$ cat src/rtl/mem_req_arbiter_pkg.sv
// Shared constants for the memory request arbiter: FSM encoding, slot and
// source identifiers, bus widths and slot decode helpers.
package mem_req_arbiter_pkg;

  localparam int unsigned LINE_W = 128;
  localparam int unsigned MASK_W = 16;
  localparam int unsigned NSLOT  = 5;

  localparam logic [1:0] S_IDLE   = 2'd0;
  localparam logic [1:0] S_ISSUE  = 2'd1;
  localparam logic [1:0] S_WAIT_W = 2'd2;
  localparam logic [1:0] S_WAIT_R = 2'd3;

  localparam logic [2:0] SLOT_UW = 3'd0;
  localparam logic [2:0] SLOT_UR = 3'd1;
  localparam logic [2:0] SLOT_DW = 3'd2;
  localparam logic [2:0] SLOT_DR = 3'd3;
  localparam logic [2:0] SLOT_IR = 3'd4;

  localparam logic [1:0] SRC_UART = 2'd0;
  localparam logic [1:0] SRC_DC   = 2'd1;
  localparam logic [1:0] SRC_IC   = 2'd2;

  function automatic logic [1:0] slot_src(input logic [2:0] slot);
    case (slot)
      SLOT_UW, SLOT_UR: slot_src = SRC_UART;
      SLOT_DW, SLOT_DR: slot_src = SRC_DC;
      default:          slot_src = SRC_IC;
    endcase
  endfunction

  function automatic logic slot_is_wr(input logic [2:0] slot);
    slot_is_wr = (slot == SLOT_UW) || (slot == SLOT_DW);
  endfunction

endpackage

$ cat src/rtl/mem_req_arbiter_if.sv
// Downstream memory request port shared by all requesters; the arbiter is
// the master, the AXI bus master block is the slave.
interface mem_req_arbiter_if;
  import mem_req_arbiter_pkg::*;

  logic              m_wstart_rq;
  logic [31:0]       m_win_addr;
  logic [LINE_W-1:0] m_in_wdata;
  logic [MASK_W-1:0] m_in_mask;
  logic              m_finish_wresp;
  logic              m_rstart_rq;
  logic [31:0]       m_rin_addr;
  logic [LINE_W-1:0] m_rdat_m_data;
  logic              m_rdat_m_valid;
  logic              m_finish_mrd;

  modport master (
    output m_wstart_rq, m_win_addr, m_in_wdata, m_in_mask, m_rstart_rq, m_rin_addr,
    input  m_finish_wresp, m_rdat_m_data, m_rdat_m_valid, m_finish_mrd
  );

  modport slave (
    input  m_wstart_rq, m_win_addr, m_in_wdata, m_in_mask, m_rstart_rq, m_rin_addr,
    output m_finish_wresp, m_rdat_m_data, m_rdat_m_valid, m_finish_mrd
  );

endinterface

$ cat src/rtl/mem_req_arbiter_req_slot.sv
// One pending-request holding register: loads on a start pulse, clears on
// grant, and flags a pulse that lands on an already occupied slot.
module req_slot
  import mem_req_arbiter_pkg::*;
(
  input  logic              clk,
  input  logic              rst_n,
  input  logic              load_i,
  input  logic              clr_i,
  input  logic [31:0]       addr_i,
  input  logic [LINE_W-1:0] data_i,
  input  logic [MASK_W-1:0] mask_i,
  output logic              valid_o,
  output logic [31:0]       addr_o,
  output logic [LINE_W-1:0] data_o,
  output logic [MASK_W-1:0] mask_o,
  output logic              overrun_o
);

  logic              valid_q, valid_d;
  logic [31:0]       addr_q, addr_d;
  logic [LINE_W-1:0] data_q, data_d;
  logic [MASK_W-1:0] mask_q, mask_d;

  // A slot being granted this cycle is free, so a pulse then is accepted.
  assign overrun_o = load_i & valid_q & ~clr_i;

  always_comb begin
    valid_d = valid_q;
    addr_d  = addr_q;
    data_d  = data_q;
    mask_d  = mask_q;
    if (load_i && (!valid_q || clr_i)) begin
      valid_d = 1'b1;
      addr_d  = addr_i;
      data_d  = data_i;
      mask_d  = mask_i;
    end else if (clr_i) begin
      valid_d = 1'b0;
    end else begin
      valid_d = valid_q;
    end
  end

  always_ff @(posedge clk or negedge rst_n) begin
    if (!rst_n) begin
      valid_q <= 1'b0;
      addr_q  <= 32'h0;
      data_q  <= {LINE_W{1'b0}};
      mask_q  <= {MASK_W{1'b0}};
    end else begin
      valid_q <= valid_d;
      addr_q  <= addr_d;
      data_q  <= data_d;
      mask_q  <= mask_d;
    end
  end

  assign valid_o = valid_q;
  assign addr_o  = addr_q;
  assign data_o  = data_q;
  assign mask_o  = mask_q;

endmodule

$ cat src/rtl/mem_req_arbiter.sv
// Arbitrates UART loader, D-cache and I-cache onto one memory request port,
// routes completions back to the winner, with a watchdog and sticky errors.
module mem_req_arbiter
  import mem_req_arbiter_pkg::*;
#(
  parameter int unsigned TIMEOUT = 4096,
  parameter int unsigned TW      = 13
) (
  input  logic              clk,
  input  logic              rst_n,
  input  logic              init_calib_complete,
  input  logic              u_wstart_rq,
  input  logic              d_wstart_rq,
  input  logic [31:0]       u_win_addr,
  input  logic [31:0]       d_win_addr,
  input  logic [LINE_W-1:0] u_in_wdata,
  input  logic [LINE_W-1:0] d_in_wdata,
  input  logic [MASK_W-1:0] u_in_mask,
  input  logic [MASK_W-1:0] d_in_mask,
  input  logic              u_rstart_rq,
  input  logic              d_rstart_rq,
  input  logic              i_rstart_rq,
  input  logic [31:0]       u_rin_addr,
  input  logic [31:0]       d_rin_addr,
  input  logic [31:0]       i_rin_addr,
  output logic              u_finish_wresp,
  output logic              d_finish_wresp,
  output logic              u_rdat_m_valid,
  output logic              d_rdat_m_valid,
  output logic              i_rdat_m_valid,
  output logic [LINE_W-1:0] rdat_m_data,
  output logic              u_finish_mrd,
  output logic              d_finish_mrd,
  output logic              i_finish_mrd,
  mem_req_arbiter_if.master bus,
  input  logic              err_clr,
  output logic              err_overrun,
  output logic              err_timeout
);

  logic [NSLOT-1:0]  load_s, clr_s, valid_s, ovr_s;
  logic [31:0]       in_addr_s [NSLOT];
  logic [LINE_W-1:0] in_data_s [NSLOT];
  logic [MASK_W-1:0] in_mask_s [NSLOT];
  logic [31:0]       addr_s    [NSLOT];
  logic [LINE_W-1:0] data_s    [NSLOT];
  logic [MASK_W-1:0] mask_s    [NSLOT];

  assign load_s = {i_rstart_rq, d_rstart_rq, d_wstart_rq, u_rstart_rq, u_wstart_rq};
  assign in_addr_s[SLOT_UW] = u_win_addr;  assign in_data_s[SLOT_UW] = u_in_wdata;
  assign in_addr_s[SLOT_UR] = u_rin_addr;  assign in_data_s[SLOT_UR] = {LINE_W{1'b0}};
  assign in_addr_s[SLOT_DW] = d_win_addr;  assign in_data_s[SLOT_DW] = d_in_wdata;
  assign in_addr_s[SLOT_DR] = d_rin_addr;  assign in_data_s[SLOT_DR] = {LINE_W{1'b0}};
  assign in_addr_s[SLOT_IR] = i_rin_addr;  assign in_data_s[SLOT_IR] = {LINE_W{1'b0}};
  assign in_mask_s[SLOT_UW] = u_in_mask;
  assign in_mask_s[SLOT_UR] = {MASK_W{1'b0}};
  assign in_mask_s[SLOT_DW] = d_in_mask;
  assign in_mask_s[SLOT_DR] = {MASK_W{1'b0}};
  assign in_mask_s[SLOT_IR] = {MASK_W{1'b0}};

  for (genvar g = 0; g < NSLOT; g++) begin : g_slot
    req_slot u_slot (
      .clk      (clk),
      .rst_n    (rst_n),
      .load_i   (load_s[g]),
      .clr_i    (clr_s[g]),
      .addr_i   (in_addr_s[g]),
      .data_i   (in_data_s[g]),
      .mask_i   (in_mask_s[g]),
      .valid_o  (valid_s[g]),
      .addr_o   (addr_s[g]),
      .data_o   (data_s[g]),
      .mask_o   (mask_s[g]),
      .overrun_o(ovr_s[g])
    );
  end

  logic [1:0]        state_q, state_d, rr_q, rr_d;
  logic [2:0]        win_slot_q, win_slot_d, sel_slot_s;
  logic [TW-1:0]     cnt_q, cnt_d;
  logic              m_wstart_q, m_wstart_d, m_rstart_q, m_rstart_d;
  logic [31:0]       m_waddr_q, m_waddr_d, m_raddr_q, m_raddr_d;
  logic [LINE_W-1:0] m_wdata_q, m_wdata_d;
  logic [MASK_W-1:0] m_mask_q, m_mask_d;
  logic              err_ovr_q, err_ovr_d, err_tmo_q, err_tmo_d;
  logic              grant_s, fin_in_s, tmo_s, done_s, d_any_s;
  logic [1:0]        win_src_s, sel_src_s;

  // UART first, then caches by round-robin (rr_q names the favoured cache); write before read.
  always_comb begin
    d_any_s = valid_s[SLOT_DW] | valid_s[SLOT_DR];
    if (valid_s[SLOT_UW]) begin
      sel_slot_s = SLOT_UW;
    end else if (valid_s[SLOT_UR]) begin
      sel_slot_s = SLOT_UR;
    end else if (d_any_s && (!valid_s[SLOT_IR] || rr_q == SRC_DC)) begin
      sel_slot_s = valid_s[SLOT_DW] ? SLOT_DW : SLOT_DR;
    end else begin
      sel_slot_s = SLOT_IR;
    end
  end

  assign sel_src_s = slot_src(sel_slot_s);
  assign win_src_s = slot_src(win_slot_q);
  assign grant_s   = (state_q == S_IDLE) & init_calib_complete & (|valid_s);
  assign fin_in_s  = ((state_q == S_WAIT_W) & bus.m_finish_wresp) |
                     ((state_q == S_WAIT_R) & bus.m_finish_mrd);
  assign tmo_s     = ((state_q == S_WAIT_W) | (state_q == S_WAIT_R)) & ~fin_in_s &
                     (cnt_q == TW'(TIMEOUT - 1));
  assign done_s    = fin_in_s | tmo_s;

  // Transaction FSM, downstream issue registers and watchdog count.
  always_comb begin
    state_d    = state_q;
    win_slot_d = win_slot_q;
    rr_d       = rr_q;
    cnt_d      = cnt_q;
    m_wstart_d = 1'b0;
    m_rstart_d = 1'b0;
    m_waddr_d  = m_waddr_q;
    m_wdata_d  = m_wdata_q;
    m_mask_d   = m_mask_q;
    m_raddr_d  = m_raddr_q;
    clr_s      = {NSLOT{1'b0}};
    case (state_q)
      S_IDLE: begin
        cnt_d = {TW{1'b0}};
        if (grant_s) begin
          state_d    = S_ISSUE;
          win_slot_d = sel_slot_s;
          if (slot_is_wr(sel_slot_s)) begin
            m_wstart_d = 1'b1;
            m_waddr_d  = addr_s[sel_slot_s];
            m_wdata_d  = data_s[sel_slot_s];
            m_mask_d   = mask_s[sel_slot_s];
          end else begin
            m_rstart_d = 1'b1;
            m_raddr_d  = addr_s[sel_slot_s];
          end
          if (sel_src_s == SRC_DC)      rr_d = SRC_IC;
          else if (sel_src_s == SRC_IC) rr_d = SRC_DC;
          else                          rr_d = rr_q;
        end else begin
          state_d = S_IDLE;
        end
      end
      S_ISSUE: begin
        clr_s[win_slot_q] = 1'b1;
        cnt_d   = cnt_q + TW'(1);
        state_d = slot_is_wr(win_slot_q) ? S_WAIT_W : S_WAIT_R;
      end
      S_WAIT_W, S_WAIT_R: begin
        if (done_s) state_d = S_IDLE;
        else        cnt_d   = cnt_q + TW'(1);
      end
      default: state_d = S_IDLE;
    endcase
  end

  // Sticky error flags; a new event wins over a simultaneous clear.
  always_comb begin
    err_ovr_d = (|ovr_s) | (err_ovr_q & ~err_clr);
    err_tmo_d = tmo_s | (err_tmo_q & ~err_clr);
  end

  // State registers.
  always_ff @(posedge clk or negedge rst_n) begin
    if (!rst_n) begin
      state_q    <= S_IDLE;
      win_slot_q <= SLOT_UW;
      rr_q       <= SRC_DC;
      cnt_q      <= {TW{1'b0}};
      m_wstart_q <= 1'b0;
      m_rstart_q <= 1'b0;
      m_waddr_q  <= 32'h0;
      m_wdata_q  <= {LINE_W{1'b0}};
      m_mask_q   <= {MASK_W{1'b0}};
      m_raddr_q  <= 32'h0;
      err_ovr_q  <= 1'b0;
      err_tmo_q  <= 1'b0;
    end else begin
      state_q    <= state_d;
      win_slot_q <= win_slot_d;
      rr_q       <= rr_d;
      cnt_q      <= cnt_d;
      m_wstart_q <= m_wstart_d;
      m_rstart_q <= m_rstart_d;
      m_waddr_q  <= m_waddr_d;
      m_wdata_q  <= m_wdata_d;
      m_mask_q   <= m_mask_d;
      m_raddr_q  <= m_raddr_d;
      err_ovr_q  <= err_ovr_d;
      err_tmo_q  <= err_tmo_d;
    end
  end

  assign bus.m_wstart_rq = m_wstart_q;
  assign bus.m_rstart_rq = m_rstart_q;
  assign bus.m_win_addr  = m_waddr_q;
  assign bus.m_in_wdata  = m_wdata_q;
  assign bus.m_in_mask   = m_mask_q;
  assign bus.m_rin_addr  = m_raddr_q;
  assign err_overrun     = err_ovr_q;
  assign err_timeout     = err_tmo_q;
  assign rdat_m_data     = bus.m_rdat_m_data;

  // Completions go to the winner only; a watchdog abort looks like a finish.
  assign u_finish_wresp = (state_q == S_WAIT_W) & done_s & (win_src_s == SRC_UART);
  assign d_finish_wresp = (state_q == S_WAIT_W) & done_s & (win_src_s == SRC_DC);
  assign u_finish_mrd   = (state_q == S_WAIT_R) & done_s & (win_src_s == SRC_UART);
  assign d_finish_mrd   = (state_q == S_WAIT_R) & done_s & (win_src_s == SRC_DC);
  assign i_finish_mrd   = (state_q == S_WAIT_R) & done_s & (win_src_s == SRC_IC);
  assign u_rdat_m_valid = (state_q == S_WAIT_R) & bus.m_rdat_m_valid & (win_src_s == SRC_UART);
  assign d_rdat_m_valid = (state_q == S_WAIT_R) & bus.m_rdat_m_valid & (win_src_s == SRC_DC);
  assign i_rdat_m_valid = (state_q == S_WAIT_R) & bus.m_rdat_m_valid & (win_src_s == SRC_IC);

endmodule

$ cat src/flat_wrapper.sv
// flat-port wrapper written by rule: the top's interface ports become plain ports
module mem_req_arbiter_flat import mem_req_arbiter_pkg::*;
#(
  parameter int unsigned TIMEOUT = 4096,
  parameter int unsigned TW      = 13
)
  (clk, rst_n, init_calib_complete, u_wstart_rq, d_wstart_rq, u_win_addr, d_win_addr, u_in_wdata, d_in_wdata, u_in_mask, d_in_mask, u_rstart_rq, d_rstart_rq, i_rstart_rq, u_rin_addr, d_rin_addr, i_rin_addr, u_finish_wresp, d_finish_wresp, u_rdat_m_valid, d_rdat_m_valid, i_rdat_m_valid, rdat_m_data, u_finish_mrd, d_finish_mrd, i_finish_mrd, err_clr, err_overrun, err_timeout, bus_m_wstart_rq, bus_m_win_addr, bus_m_in_wdata, bus_m_in_mask, bus_m_rstart_rq, bus_m_rin_addr, bus_m_finish_wresp, bus_m_rdat_m_data, bus_m_rdat_m_valid, bus_m_finish_mrd);
  mem_req_arbiter_if bus_i ();
  input  logic clk;
  input  logic rst_n;
  input  logic init_calib_complete;
  input  logic u_wstart_rq;
  input  logic d_wstart_rq;
  input  logic [31:0] u_win_addr;
  input  logic [31:0] d_win_addr;
  input  logic [LINE_W-1:0] u_in_wdata;
  input  logic [LINE_W-1:0] d_in_wdata;
  input  logic [MASK_W-1:0] u_in_mask;
  input  logic [MASK_W-1:0] d_in_mask;
  input  logic u_rstart_rq;
  input  logic d_rstart_rq;
  input  logic i_rstart_rq;
  input  logic [31:0] u_rin_addr;
  input  logic [31:0] d_rin_addr;
  input  logic [31:0] i_rin_addr;
  output logic u_finish_wresp;
  output logic d_finish_wresp;
  output logic u_rdat_m_valid;
  output logic d_rdat_m_valid;
  output logic i_rdat_m_valid;
  output logic [LINE_W-1:0] rdat_m_data;
  output logic u_finish_mrd;
  output logic d_finish_mrd;
  output logic i_finish_mrd;
  input  logic err_clr;
  output logic err_overrun;
  output logic err_timeout;
  output wire logic [$bits(bus_i.m_wstart_rq)-1:0] bus_m_wstart_rq;
  output wire logic [$bits(bus_i.m_win_addr)-1:0] bus_m_win_addr;
  output wire logic [$bits(bus_i.m_in_wdata)-1:0] bus_m_in_wdata;
  output wire logic [$bits(bus_i.m_in_mask)-1:0] bus_m_in_mask;
  output wire logic [$bits(bus_i.m_rstart_rq)-1:0] bus_m_rstart_rq;
  output wire logic [$bits(bus_i.m_rin_addr)-1:0] bus_m_rin_addr;
  input wire logic [$bits(bus_i.m_finish_wresp)-1:0] bus_m_finish_wresp;
  input wire logic [$bits(bus_i.m_rdat_m_data)-1:0] bus_m_rdat_m_data;
  input wire logic [$bits(bus_i.m_rdat_m_valid)-1:0] bus_m_rdat_m_valid;
  input wire logic [$bits(bus_i.m_finish_mrd)-1:0] bus_m_finish_mrd;
  assign bus_m_wstart_rq = bus_i.m_wstart_rq;
  assign bus_m_win_addr = bus_i.m_win_addr;
  assign bus_m_in_wdata = bus_i.m_in_wdata;
  assign bus_m_in_mask = bus_i.m_in_mask;
  assign bus_m_rstart_rq = bus_i.m_rstart_rq;
  assign bus_m_rin_addr = bus_i.m_rin_addr;
  assign bus_i.m_finish_wresp = bus_m_finish_wresp;
  assign bus_i.m_rdat_m_data = bus_m_rdat_m_data;
  assign bus_i.m_rdat_m_valid = bus_m_rdat_m_valid;
  assign bus_i.m_finish_mrd = bus_m_finish_mrd;
  mem_req_arbiter #(.TIMEOUT(TIMEOUT), .TW(TW)) u_core (.clk(clk), .rst_n(rst_n), .init_calib_complete(init_calib_complete), .u_wstart_rq(u_wstart_rq), .d_wstart_rq(d_wstart_rq), .u_win_addr(u_win_addr), .d_win_addr(d_win_addr), .u_in_wdata(u_in_wdata), .d_in_wdata(d_in_wdata), .u_in_mask(u_in_mask), .d_in_mask(d_in_mask), .u_rstart_rq(u_rstart_rq), .d_rstart_rq(d_rstart_rq), .i_rstart_rq(i_rstart_rq), .u_rin_addr(u_rin_addr), .d_rin_addr(d_rin_addr), .i_rin_addr(i_rin_addr), .u_finish_wresp(u_finish_wresp), .d_finish_wresp(d_finish_wresp), .u_rdat_m_valid(u_rdat_m_valid), .d_rdat_m_valid(d_rdat_m_valid), .i_rdat_m_valid(i_rdat_m_valid), .rdat_m_data(rdat_m_data), .u_finish_mrd(u_finish_mrd), .d_finish_mrd(d_finish_mrd), .i_finish_mrd(i_finish_mrd), .bus(bus_i), .err_clr(err_clr), .err_overrun(err_overrun), .err_timeout(err_timeout));
endmodule
$ cat config.mk
export PLATFORM = sky130hd
export DESIGN_NAME = mem_req_arbiter_flat
export DESIGN_NICKNAME = d
export VERILOG_FILES = /design/src/rtl/mem_req_arbiter_pkg.sv /design/src/rtl/mem_req_arbiter_if.sv /design/src/rtl/mem_req_arbiter_req_slot.sv /design/src/rtl/mem_req_arbiter.sv /design/src/flat_wrapper.sv
export SDC_FILE = /design/constraint.sdc
export NUM_CORES = 1
export LEC_CHECK = 0
export ABC_AREA = 1
export ABC_CLOCK_PERIOD_IN_PS = 2600
export CAP_MARGIN = 20
export CORE_AREA = 4 4 364 366
export DETAILED_ROUTE_END_ITERATION = 6
export DIE_AREA = 0 0 368 370
export SYNTH_ARGS = -nofsm -noshare
export SYNTH_HDL_FRONTEND = slang
export SYNTH_SLANG_ARGS = --single-unit
$ cat constraint.sdc
create_clock -name clk -period 2.6 [get_ports clk]
set_input_delay 0.39 -clock clk [delete_from_list [all_inputs] [get_ports clk]]
set_output_delay 0.39 -clock clk [all_outputs]
set_load 0.05 [all_outputs]
==> impl_results.md <==
- Clock Latency Late Sink: around 0.67 ns
- Fill cell instance count of the final layout: about 13000
- Worst Tran Pin Value: between 1 and 1.5 ns
- Violated checks: setup timing
- Floorplan Core Area: around 0.13 mm^2
- Post-route worst hold slack: 0.223 ns
- Number of unique standard cell types used by synthesis: 32
- Critical Path AT: ~2.3 ns
- Req. time, crit path: between 2 and 2.5 ns
- Number of max-capacitance violations reported: 0
- Crit path kind: reg -> out
- Period utilisation layout: 102%
- Average detailed-routed wire length per instance: approximately 21 um
- Synthesized net count: about 3700
- Post-route minimum period: roughly 2.6 ns
- Number of global-route vias before repair: approximately 24000
- EDFF count, synth: 0
- RSZ-0062 raised after global routing: yes
- Most frequent standard cell in the layout excluding fill and tap cells: nand2_1
- Number of setup violations in the final report: 3
- Gp weighted congestion: 0.872
- Share of post-route cells with drive strength above 1: 15.1%
- Final wirelength: 115000 um
- Routed vias/inst: about 4.3
- Share of the synthesized area in the top cell type: between 50 and 60%
- Worst slew margin relative to its limit: between 30% and 40%
- Leading register cell type out of synthesis: dfrtp_1
- Number of remaining DRC errors: 0
- Htree depth: 3
- Number of clock sinks: approximately 700
- Cell area after synthesis: about 0.03 mm^2
- Number of nets at the end of the flow: ~4200
- Number of storage elements in the synthesis netlist: between 600 and 700
- Clock-pin slew on the worst setup and hold paths: around 0.06 ns
- Dominant cell type by area after synthesis: dfrtp_1
- Detailed-routing iteration count for the pre-antenna-repair pass: 5
- Count of buffers inserted at the top-level ports: slightly below 700
- DRC violation total after the first TritonRoute iteration: between 1500 and 2000
- Number of antenna violations at the first check in global routing: 49
- Sequential area share after synthesis: between 50% and 60%
- Root cell of the clock tree: clkbuf_16
- PnR Total Power: between 40000 and 50000 uW
- Startpoint kind of the worst setup timing path: flip-flop
- Die boundary height: ~370 um
- Signed area change from the synthesized netlist to the final layout: 38.6%
- Cell types occupying the most area after synthesis: dfrtp_1 58%, nand2_1 11%, mux2_2 10%
- Logic depth of the worst register-to-register path: 7
- Areal power density over the cells: roughly 1200 mW/mm^2
- Top fanout value on the critical path: 4
- Std-Cell Rows: about 130
- Per-instance average area after synthesis: just under 10 um^2
- Global router's overall resource usage: 16.3%
- Final global-route overflow total: 0
- VDD IR max: 0.753 mV
- Highest achievable clock rate: 378 MHz
- Buffer levels on the longest clock path: 3
- Top library cells by usage in the layout, fill and taps aside: 869 x nand2_1, 683 x dfrtp_1, 663 x clkdlybuf4s50_1, 264 x mux2_2, 216 x inv_1
- Leakage power of the design: around 0.019 uW
- Worst clock skew on the final layout: just over 0.06 ns
- Class of the most critical hold timing path: in -> async
- Clock tree from TritonCTS: built
- Fraction of synthesis flops using an asynchronous set or reset pin: 100%
- Io pins: between 900 and 1000
- Yosys warnings: 0
- Die area: 0.136 mm^2
- Gate Count Post-Synth: ~3100
- Final worst setup slack: -0.0479 ns
- Cts bufs inserted: 80
- Outcome: finished with violations
- Width of the die: about 370 um
- Final count of pins violating max slew: 0
- Initial Util: 23.0%
- Largest net degree at the start of global routing: roughly 120
- Global-route wire length before repair: 164000 um
- Count of antenna-violating nets left after detailed routing: 0
- Half-perimeter wire length after placement: 86000 um
- Endpoints failing hold: 0
- Capturing element type of the critical path: primary output
- Total number of vias: 23500
per-stage QoR:
stage	util, %	instances	worst slack (ns)	area, um^2	setup TNS (ns)
2_1_floorplan	-	3077	-0.264	29700	-0.528
3_3_place_gp	29.4	5293	0.236	38000	0
3_5_place_dp	29.4	5293	0.283	38000	0
4_1_cts	31.7	5449	-0.146	41000	-0.568
5_1_grt	31.8	5470	-0.191	41100	-0.726
6_report	31.8	5476	-0.0479	41100	-0.0802
Yosys cell counts, types with 2 or more instances:
master,number
nand4_1,44
nand3_2,2
mux2_2,264
nor2_1,206
dfrtp_1,684
nor3_1,7
o22ai_1,2
nand2_1,875
o21ai_1,24
a21oi_1,184
buf_1,7
buf_6,14
o21ai_0,181
o211ai_1,33
inv_1,220
nand3_1,34
nor2_2,3
clkbuf_1,51
a21oi_2,2
buf_4,130
buf_2,94
inv_2,6
logic make-up (layout without fill, tap and decap cells):
family                     Yosys count  count (layout)  synth area share, %
buffers and inverters              522            1160                 9.00
DFF                                685             685                 57.8
AOI/OAI and AO/OA                  428             428                 7.55
other                                0              19                    0
muxes                              265             265                 10.1
adders and majority gates            1               1               0.0422
and+or+nand+nor                   1175            1175                 15.5
xor gates and xnor gates             1               1               0.0295
critical path: stages (launching register included):
cell and delay (ns):
dfrtp_1 0.41, inv_2 0.08, nor3_4 0.23, nand2_2 0.10, nor2_4 0.15, a21oi_4 0.08
buf_6 0.15, nor3_2 0.11, buf_4 0.14, buf_12 0.13
metal layers:
| layer | vias to the layer above | routed length, um | part of all wire [%] | GRT usage [%] |
|---|---|---|---|---|
| met5 | - | 139 | 0.12 | 0 |
| li1 | 10900 | - | - | - |
| met1 | 11500 | 44900 | 39 | 19.1 |
| met3 | 272 | 9150 | 8.0 | 5.20 |
| met2 | 777 | 55500 | 48 | 27.2 |
| met4 | 22 | 4810 | 4.2 | 7.26 |
state kept, by name, indices dropped and copies added, names as in the netlist:
| name | flops |
|---|---|
| u_core.cnt_q | 13 |
| u_core.g_slot.u_slot.mask_o | 32 |
| u_core.bus.m_in_mask | 16 |
| u_core.bus.m_rin_addr | 32 |
| u_core.g_slot.u_slot.valid_o | 5 |
| u_core.g_slot.u_slot.data_o | 256 |
| u_core.bus.m_win_addr | 32 |
| u_core.err_overrun | 1 |
| u_core.g_slot.u_slot.addr_o | 160 |
| u_core.bus.m_in_wdata | 128 |
| u_core.state_q | 2 |
| u_core.bus.m_rstart_rq | 1 |
| u_core.rr_q | 2 |
| u_core.win_slot_q | 3 |
| u_core.bus.m_wstart_rq | 1 |
| u_core.err_timeout | 1 |
final timing paths:
path	start	end	slack, ns
setup / recovery	u_core.cnt_q[8]	d_finish_wresp	-0.05
hold / removal	rst_n	u_core.bus.m_win_addr[5]	0.22
setup reg to reg	u_core.rr_q[0]	u_core.bus.m_rin_addr[0]	0.27
hold reg to reg	u_core.bus.m_in_wdata[108]	u_core.bus.m_in_wdata[108]	0.48
max in group asynchronous	rst_n	u_core.g_slot[2].u_slot.data_o[113]	1.39
min in group clk	u_rin_addr[2]	u_core.g_slot[1].u_slot.addr_o[2]	0.29
layout make-up:
type / instances / area [um^2] / share of cell area [%]
Inverter: 226 / 861 / 2.09
Clock buffer: 117 / 2380 / 5.79
Timing Repair Buffer: 792 / 8120 / 19.7
Antenna cell: 19 / 47.5 / 0.116
Sequential cell: 685 / 17100 / 41.7
Multi-Input combinational cell: 1870 / 9990 / 24.3
Tap cell: 1742 / 2180 / 5.30
Clock inverter: 25 / 398 / 0.968
where the power goes:
part	switching (uW)	internal (uW)
logic	12200	6830
clock network	4830	6920
registers	2240	15000
what timing repair did:
action | in CTS | in global routing
hold endpoints to repair | 40 | 0
gates cloned | 1 | 0
endpoints found under the setup margin | 5 | 6
resized for setup | 18 | 13
setup buffers | 12 | 8
hold buffers | 1 | 0
pin swaps | 3 | 3
(Power assumes the default switching activity.)
